<file path="config.mk">
export PLATFORM = sky130hd
export DESIGN_NAME = dmx_frame_tx
export DESIGN_NICKNAME = d
export VERILOG_FILES = /design/src/rtl/dmx_pkg.sv /design/src/rtl/dmx_bit_timer.sv /design/src/rtl/dmx_frame_tx.sv
export SDC_FILE = /design/constraint.sdc
export NUM_CORES = 1
export LEC_CHECK = 0
export CAP_MARGIN = 25
export CORE_MARGIN = 4
export CORE_UTILIZATION = 62
export DETAILED_ROUTE_END_ITERATION = 8
export PLACE_DENSITY = 0.85
export SYNTH_ARGS = -nofsm -noshare
export SYNTH_HDL_FRONTEND = slang
export SYNTH_SLANG_ARGS = --single-unit
</file>
<file path="constraint.sdc">
create_clock -name int_osc -period 4.6 [get_ports int_osc]
set_clock_uncertainty 0.2 [all_clocks]
set_input_delay 0.92 -clock int_osc [delete_from_list [all_inputs] [get_ports int_osc]]
set_output_delay 0.92 -clock int_osc [all_outputs]
set_load 0.1 [all_outputs]
</file>
<file path="src/rtl/dmx_pkg.sv">
// Shared types and constants for the DMX512 frame transmitter.
// The state encoding and slot geometry are used by the top and the bench-facing ports.
package dmx_pkg;

   typedef enum logic [1:0] {
      IDLE,
      BREAK,
      MAB,
      SLOT
   } dmx_state_t;

   localparam int SLOT_BITS = 11;
   localparam int DMX_BAUD  = 250000;
   localparam int ADDR_W    = 9;

endpackage

</file>
<file path="src/rtl/dmx_bit_timer.sv">
// Divide-by-CLK_PER_BIT bit timer: counts 0..CLK_PER_BIT-1 and pulses tick on the last count.
// While clear is high the count is held at zero so the next bit starts on a clean boundary.
module dmx_bit_timer #(
   parameter int CLK_PER_BIT = 192
) (
   input  logic int_osc,
   input  logic reset,
   input  logic clear,
   output logic tick
);

   localparam int CW = $clog2(CLK_PER_BIT);

   logic [CW-1:0] cnt_reg;

   assign tick = !clear && (cnt_reg == CW'(CLK_PER_BIT - 1));

   always_ff @(posedge int_osc or negedge reset) begin
      if (!reset) begin
         cnt_reg <= '0;
      end else if (clear || tick) begin
         cnt_reg <= '0;
      end else begin
         cnt_reg <= cnt_reg + CW'(1);
      end
   end

endmodule

</file>
<file path="src/rtl/dmx_frame_tx.sv">
// DMX512 frame transmitter: on each SPIDone rising edge sends break, MAB, start code and
// NUM_SLOTS buffer bytes at one bit per CLK_PER_BIT clocks, reading the channel buffer itself.
module dmx_frame_tx
   import dmx_pkg::*;
#(
   parameter int         CLK_PER_BIT = 192,
   parameter int         BREAK_BITS  = 25,
   parameter int         MAB_BITS    = 3,
   parameter int         NUM_SLOTS   = 512,
   parameter logic [7:0] START_CODE  = 8'h00
) (
   input  logic              int_osc,
   input  logic              reset,
   input  logic              SPIDone,
   input  logic [7:0]        chData,
   output logic [ADDR_W-1:0] chAddr,
   output logic              dmxOut,
   output logic              busy,
   output logic              frameDone
);

   localparam int PHASE_W = $clog2(BREAK_BITS + MAB_BITS + SLOT_BITS + 1);

   dmx_state_t        state_reg, state_next;
   logic [PHASE_W-1:0] bit_cnt_reg, bit_cnt_next;
   logic [9:0]         slot_cnt_reg, slot_cnt_next;
   logic [7:0]         shift_reg, shift_next;
   logic [ADDR_W-1:0]  addr_reg, addr_next;
   logic               pending_reg, pending_next;
   logic               spi_done_q_reg;
   logic               frame_done_reg, frame_done_next;
   logic               tick;
   logic               request;
   logic               start;
   logic               dmx_out_c;

   dmx_bit_timer #(
      .CLK_PER_BIT(CLK_PER_BIT)
   ) u_bit_timer (
      .int_osc(int_osc),
      .reset  (reset),
      .clear  (state_reg == IDLE),
      .tick   (tick)
   );

   assign request = SPIDone & ~spi_done_q_reg;
   // Holding off for the frameDone cycle guarantees an idle-high gap between frames.
   assign start   = (request | pending_reg) & ~frame_done_reg & (state_reg == IDLE);

   always_ff @(posedge int_osc or negedge reset) begin
      if (!reset) begin
         state_reg      <= IDLE;
         bit_cnt_reg    <= '0;
         slot_cnt_reg   <= '0;
         shift_reg      <= '0;
         addr_reg       <= '0;
         pending_reg    <= 1'b0;
         spi_done_q_reg <= 1'b0;
         frame_done_reg <= 1'b0;
      end else begin
         state_reg      <= state_next;
         bit_cnt_reg    <= bit_cnt_next;
         slot_cnt_reg   <= slot_cnt_next;
         shift_reg      <= shift_next;
         addr_reg       <= addr_next;
         pending_reg    <= pending_next;
         spi_done_q_reg <= SPIDone;
         frame_done_reg <= frame_done_next;
      end
   end

   always_comb begin
      state_next      = state_reg;
      bit_cnt_next    = bit_cnt_reg;
      slot_cnt_next   = slot_cnt_reg;
      shift_next      = shift_reg;
      addr_next       = addr_reg;
      frame_done_next = 1'b0;

      if (start) begin
         pending_next = 1'b0;
      end else if (request) begin
         pending_next = 1'b1;
      end else begin
         pending_next = pending_reg;
      end

      case (state_reg)
         IDLE: begin
            if (start) begin
               state_next   = BREAK;
               bit_cnt_next = '0;
            end
         end
         BREAK: begin
            if (tick) begin
               if (bit_cnt_reg == PHASE_W'(BREAK_BITS - 1)) begin
                  state_next   = MAB;
                  bit_cnt_next = '0;
                  addr_next    = '0;
               end else begin
                  bit_cnt_next = bit_cnt_reg + PHASE_W'(1);
               end
            end
         end
         MAB: begin
            if (tick) begin
               if (bit_cnt_reg == PHASE_W'(MAB_BITS - 1)) begin
                  state_next    = SLOT;
                  bit_cnt_next  = '0;
                  slot_cnt_next = '0;
                  shift_next    = START_CODE;
               end else begin
                  bit_cnt_next = bit_cnt_reg + PHASE_W'(1);
               end
            end
         end
         SLOT: begin
            if (tick) begin
               if (bit_cnt_reg == PHASE_W'(SLOT_BITS - 1)) begin
                  bit_cnt_next = '0;
                  if (slot_cnt_reg == 10'(NUM_SLOTS)) begin
                     state_next      = IDLE;
                     slot_cnt_next   = '0;
                     addr_next       = '0;
                     frame_done_next = 1'b1;
                  end else begin
                     slot_cnt_next = slot_cnt_reg + 10'd1;
                     shift_next    = chData;
                  end
               end else begin
                  bit_cnt_next = bit_cnt_reg + PHASE_W'(1);
                  if (bit_cnt_reg >= PHASE_W'(1) && bit_cnt_reg <= PHASE_W'(8)) begin
                     shift_next = {1'b0, shift_reg[7:1]};
                  end
                  // Entering the first stop bit: present the next slot's buffer index.
                  if (bit_cnt_reg == PHASE_W'(8) && slot_cnt_reg < 10'(NUM_SLOTS)) begin
                     addr_next = slot_cnt_reg[ADDR_W-1:0];
                  end
               end
            end
         end
         default: begin
            state_next = IDLE;
         end
      endcase
   end

   // Line level comes straight from reset-cleared state, so reset forces it high at once.
   always_comb begin
      dmx_out_c = 1'b1;
      case (state_reg)
         BREAK: dmx_out_c = 1'b0;
         SLOT: begin
            if (bit_cnt_reg == '0) begin
               dmx_out_c = 1'b0;
            end else if (bit_cnt_reg <= PHASE_W'(8)) begin
               dmx_out_c = shift_reg[0];
            end else begin
               dmx_out_c = 1'b1;
            end
         end
         default: dmx_out_c = 1'b1;
      endcase
   end

   assign dmxOut    = dmx_out_c;
   assign busy      = (state_reg != IDLE);
   assign frameDone = frame_done_reg;
   assign chAddr    = addr_reg;

endmodule

</file>
---- Yosys cells after proc, flatten, opt, wreduce, memory -nomap -nowiden ----
Index checks and enable logic that the tools add are counted.
word-level totals
  input bits .............................. 11
  logic and storage cells ................. 105
  output and inout bits ................... 12
  bits in registers ....................... 46
cells by class
  add/sub/neg operators ................... 3
  reduce and logical (&&, ||, !) cells .... 16
  equal/unequal tests ..................... 21
  muxes and demuxes ....................... 47
  magnitude comparators ................... 3
  bitwise gates (word level) .............. 6
operator list
  kind                     count
  $mux W8                  7
  $mux W9                  6
  $mux W10                 5
  $mux W6                  7
  $pmux W6 S4              1
  $pmux W10 S2             1
  $pmux W9 S2              1
  $mux W2                  8
  $pmux W8 S2              1
  $eq A6 B4 Y1 const B     2
  $ne A3 B3 Y1 const B     4
  $reduce_and A6 Y1        2
  $add A10 B1 Y10 const B  1
  $eq A10 B10 Y1 const B   1
  $lt A10 B10 Y1 const B   1
  $ne A2 B2 Y1 const B     5
  $add A8 B1 Y8 const B    1
  $eq A8 B8 Y1 const B     1
  $mux W1                  8
  $pmux W2 S4              1
  $reduce_and A8 Y1        1
  $reduce_bool A2 Y1       4
  $add A6 B1 Y6 const B    1
  $eq A6 B2 Y1 const B     1
  17 further kinds         25

---- Longest topological paths before layout ----
  depth after elaboration ................. 7
  depth in mapped cells ................... 9
  depth with buffers taken out ............ 7

---- By module ----
A second synthesis with hierarchy kept.
second synthesis, totals
  cell total of the unflattened synthesis .. 258
  area, all modules ....................... 2,553.7 um2
modules (own cells, without submodules)
  module         instances  sequential area each (um2)  cells an instance  area an instance (um2)
  dmx_frame_tx   1          950.9                       220                2,167.1
  dmx_bit_timer  1          200.2                       38                 386.6

---- Worst setup path before layout ----
No wires, ideal clock.
  path type ............................... flip-flop to output port
  from .................................... register bit_cnt_reg[0]
  to ...................................... output dmxOut
  slack ................................... 408 ps
  data arrival time ....................... 3,072 ps
  stages on the path, launching flop included .. 7
  path buffers ............................ 0
  required time ........................... 3,480 ps
  path through ............................ dfrtp_1 > inv_1 > ha_1 > inv_1 > o22ai_1 > nand4_1 > a21boi_0
between the ends
  longest elaborated chain between the ends .. 4
  elaborated cells between the ends (all ways) .. 5
  those cells by class .................... order compare: 1; mux: 3; reduce/logical: 1
RTL lines
  element                 line                 RTL
  from (decl)             dmx_frame_tx.sv:25   logic [PHASE_W-1:0] bit_cnt_reg, bit_cnt_next;
  from (signal assigned)  dmx_frame_tx.sv:62   bit_cnt_reg <= bit_cnt_next;
  $le A6 B4 Y1            dmx_frame_tx.sv:157  end else if (bit_cnt_reg <= PHASE_W'(8)) begin
  $mux W1                 dmx_frame_tx.sv:157
  $mux W1 *               dmx_frame_tx.sv:155  if (bit_cnt_reg == '0) begin
  $pmux W1 S2 *           dmx_frame_tx.sv:152  case (state_reg)
  to (decl)               dmx_frame_tx.sv:17   output logic dmxOut,
Mark *: on every way between the ends. The rest lies on a longest branch, timed or not.

---- Final worst setup path ----
  from .................................... register state_reg[0]
  to ...................................... output busy
between the ends
  longest elaborated chain between the ends .. 1
RTL lines
  element                 line                 RTL
  from (decl)             dmx_frame_tx.sv:24   dmx_state_t state_reg, state_next;
  from (signal assigned)  dmx_frame_tx.sv:61   state_reg <= state_next;
  $reduce_bool A2 Y1      dmx_frame_tx.sv:168  assign busy = (state_reg != IDLE);
  to (decl)               dmx_frame_tx.sv:18   output logic busy,
Every way passes these cells.

==> results by group <==
Route
  – Met2 WL: 2270 microns
  – Drt wl/cell: 15.7 microns
  – DR WL met3: 231 microns
  – DRC violations left: 0
  – Metal-1 WL: 2300 microns
  – Initial DRC Count: 215
  – WL final: 4840 microns
  – Via count: 1897
  – Vias per cell: 6.16
  – Antenna viol nets, final: 0
  – Top Layer Used: met4
  – First-pass DRT Iterations: 4

Setup path
  – Max stage delay on crit path: 1150 ps
  – Crit path cell chain: inv_1 > ha_1 > inv_1 > clkdlybuf4s50_1
  – WP depth: 4
  – CP top delay family: buffers and inverters
  – CP bufs+invs: 3
  – Setup slack, reg-to-reg: 1610 ps
  – Crit. End Element: output port
  – Critical path's most frequent cell: inv_1
  – Crit-path slowest cell: clkdlybuf4s50_1
  – Worst EP required: 3480 ps
  – Crit path launch type: register
  – CP arrival: 2320 ps
  – Reg2reg path depth: 7
  – Setup CP Type: reg2out
  – Maximum fanout along the worst path: 5

Global routing
  – Number of global-route vias before repair: 1866
  – Largest net degree at the start of global routing: 47
  – First-pass GRT wire length: 8780 microns
  – Initial antenna violation count: 0
  – GRT Total Usage: 21.3%
  – Remaining global-route overflow: 0

Placement
  – Placement Cell Area: 2760 sq um
  – Post-placement cell count: 299
  – HPWL after detailed placement: 3470 microns
  – Port-buffer cells: 22
  – RD Place Congestion: 0.840

STA
  – Fin. max-slew vios: 0
  – Slew @ Worst Pin: 968 ps
  – Post-route minimum period: 3440 ps
  – Fin crit share: 74.7%
  – Slew Limit Headroom: 35.3%
  – Max Freq: 291 MHz
  – Setup Viol. Count Final: 0
  – Hold Fails Final Rpt: 0
  – RSZ-0062 raised after global routing: no
  – TNS Setup: 0 ps

Power and ir drop
  – Switching share of power: 20.5%
  – Pwr/cell area: 234 nW/um^2
  – Static Leak: 1.26 nW
  – Psw: 138 uW
  – Comb power frac: 2.7%
  – Total power draw: 672 uW
  – Clock share of power: 37.1%
  – Internal: 535 uW
  – Sequential power share: 60.1%
  – Maximum vdd ir drop: 0.146 mV

Final layout
  – Max FFs per register: 10
  – Syn-to-layout area delta: 13.0%
  – Fin util: 75.5%
  – Nets@finish: 283
  – Filler instances: 257
  – Multi-input logic area: 1290 sq um
  – Layout cells sized above 1: 14.6%
  – Fin cells: 308
  – Design Area, Final: 2870 sq um
  – Commonest cells after routing, fill and taps aside: 46 x dfrtp_1, 23 x nor2_1, 20 x clkdlybuf4s50_1
  – # diodes: 0
  – Commonest non-fill, non-tap cell in the layout: dfrtp_1
  – Sequential Area: 1150 sq um

CTS
  – Clock root cell: clkbuf_8
  – Clock transition at path regs: 80 ps
  – Cts bufs inserted: 5
  – Clk sinks: 46
  – CTS H-Tree Depth: 2
  – CTS tree: done
  – Setup bufs post-CTS: 0
  – Worst skew pair latency: 290 ps
  – Post-CTS sizing: 0
  – Max clock buf depth: 2
  – Hold bufs inserted after CTS: 0

Die
  – Die Area: 5180 sq um
  – I/O pins: 23
  – Die Wd: 72.0 microns
  – Core Region: 3800 sq um
  – Initial core utilization: 66.8%
  – Die height: 72.0 microns
  – FP Rows: 22

Worst hold path
  – Hold crit path type: in2async

Synth
  – Synthesized cell area: 2540 sq um
  – Syn nets: 261
  – Seq cells post-synth: 46
  – Ys Warns: 0
  – Sequential area share after synthesis: 45.4%
  – Post-synthesis cell type count: 56
  – Synth async-reset ratio: 100%
  – EDFF count, synth: 0
  – Synthesized instance count: 237
  – Post-synth top flop: dfrtp_1
  – Syn avg cell area: 10.7 sq um

Run
  – Max-cap viol count: 0

Run status
  – Outcome: complete, no violations
[Yosys cell counts, drive strengths merged, types with 4 or more instances]
cell / n / area share, %
xor2: 5 / 1.7
nand2: 12 / 1.9
buf: 4 / 1.4
ha: 13 / 6.4
a22o: 18 / 6.5
and3: 5 / 1.3
nor2: 23 / 3.4
nand3: 12 / 2.4
nor2b: 5 / 1.2
o21ai: 15 / 3.0
mux2: 9 / 4.0
clkbuf: 4 / 0.74
inv: 12 / 1.8
dfrtp: 46 / 45
o31ai: 6 / 2.0
nand4: 6 / 1.5
[metal layers]
metal  GRT usage, %  vias up
li1               -      916
met1           29.4      929
met2           33.3       46
met3           5.82        6
met4           5.85        0
met5              0        -
[per-stage QoR]
| step | worst slack (ps) | hold WS (ps) |
|---|---|---|
| 6_report | 1160 | 232 |
| 5_1_grt | 1020 | 213 |
| 4_1_cts | 1150 | 314 |
| 3_5_place_dp | 1490 | 292 |
| 3_3_place_gp | 1540 | 286 |
| 2_1_floorplan | 408 | 275 |
[logic make-up (layout without fill, tap and decap cells)]
kind of cell / after synthesis / count (layout) / synth area share [%]
xor gates and xnor gates: 6 / 6 / 2.07
AOI/OAI and AO/OA: 58 / 58 / 18.9
and+or+nand+nor: 83 / 83 / 18.5
adders and majority gates: 13 / 13 / 6.41
muxes: 11 / 11 / 4.78
buffers and inverters: 20 / 43 / 3.90
DFF: 46 / 46 / 45.4
[layout make-up]
type / count / area share [%]
multi-input combinational: 171 / 44.9
sequential: 46 / 40.1
timing repair buffer: 23 / 8.12
clock buffer: 7 / 3.01
tap: 48 / 2.09
inverter: 12 / 1.57
clock inverter: 1 / 0.175
[power groups by stage]
stage          clock, mW  combinational, mW  sequential (mW)
3_5_place_dp           0             0.0170            0.413
5_1_grt            0.277             0.0206            0.405
6_report           0.250             0.0183            0.404
4_1_cts            0.257             0.0171            0.405
2_1_floorplan          0           0.000485            0.413
3_3_place_gp           0             0.0167            0.413
[worst paths after layout]
| kind | start | end |
|---|---|---|
| hold / removal | reset | u_bit_timer.cnt_reg[1] |
| setup / recovery | state_reg[0] | busy |
| max in group asynchronous | reset | shift_reg[5] |
| min in group int_osc | chAddr[7] | chAddr[7] |
| hold reg to reg | chAddr[7] | chAddr[7] |
| setup reg to reg | state_reg[0] | slot_cnt_reg[7] |
Power figures use the tool's default switching activity.
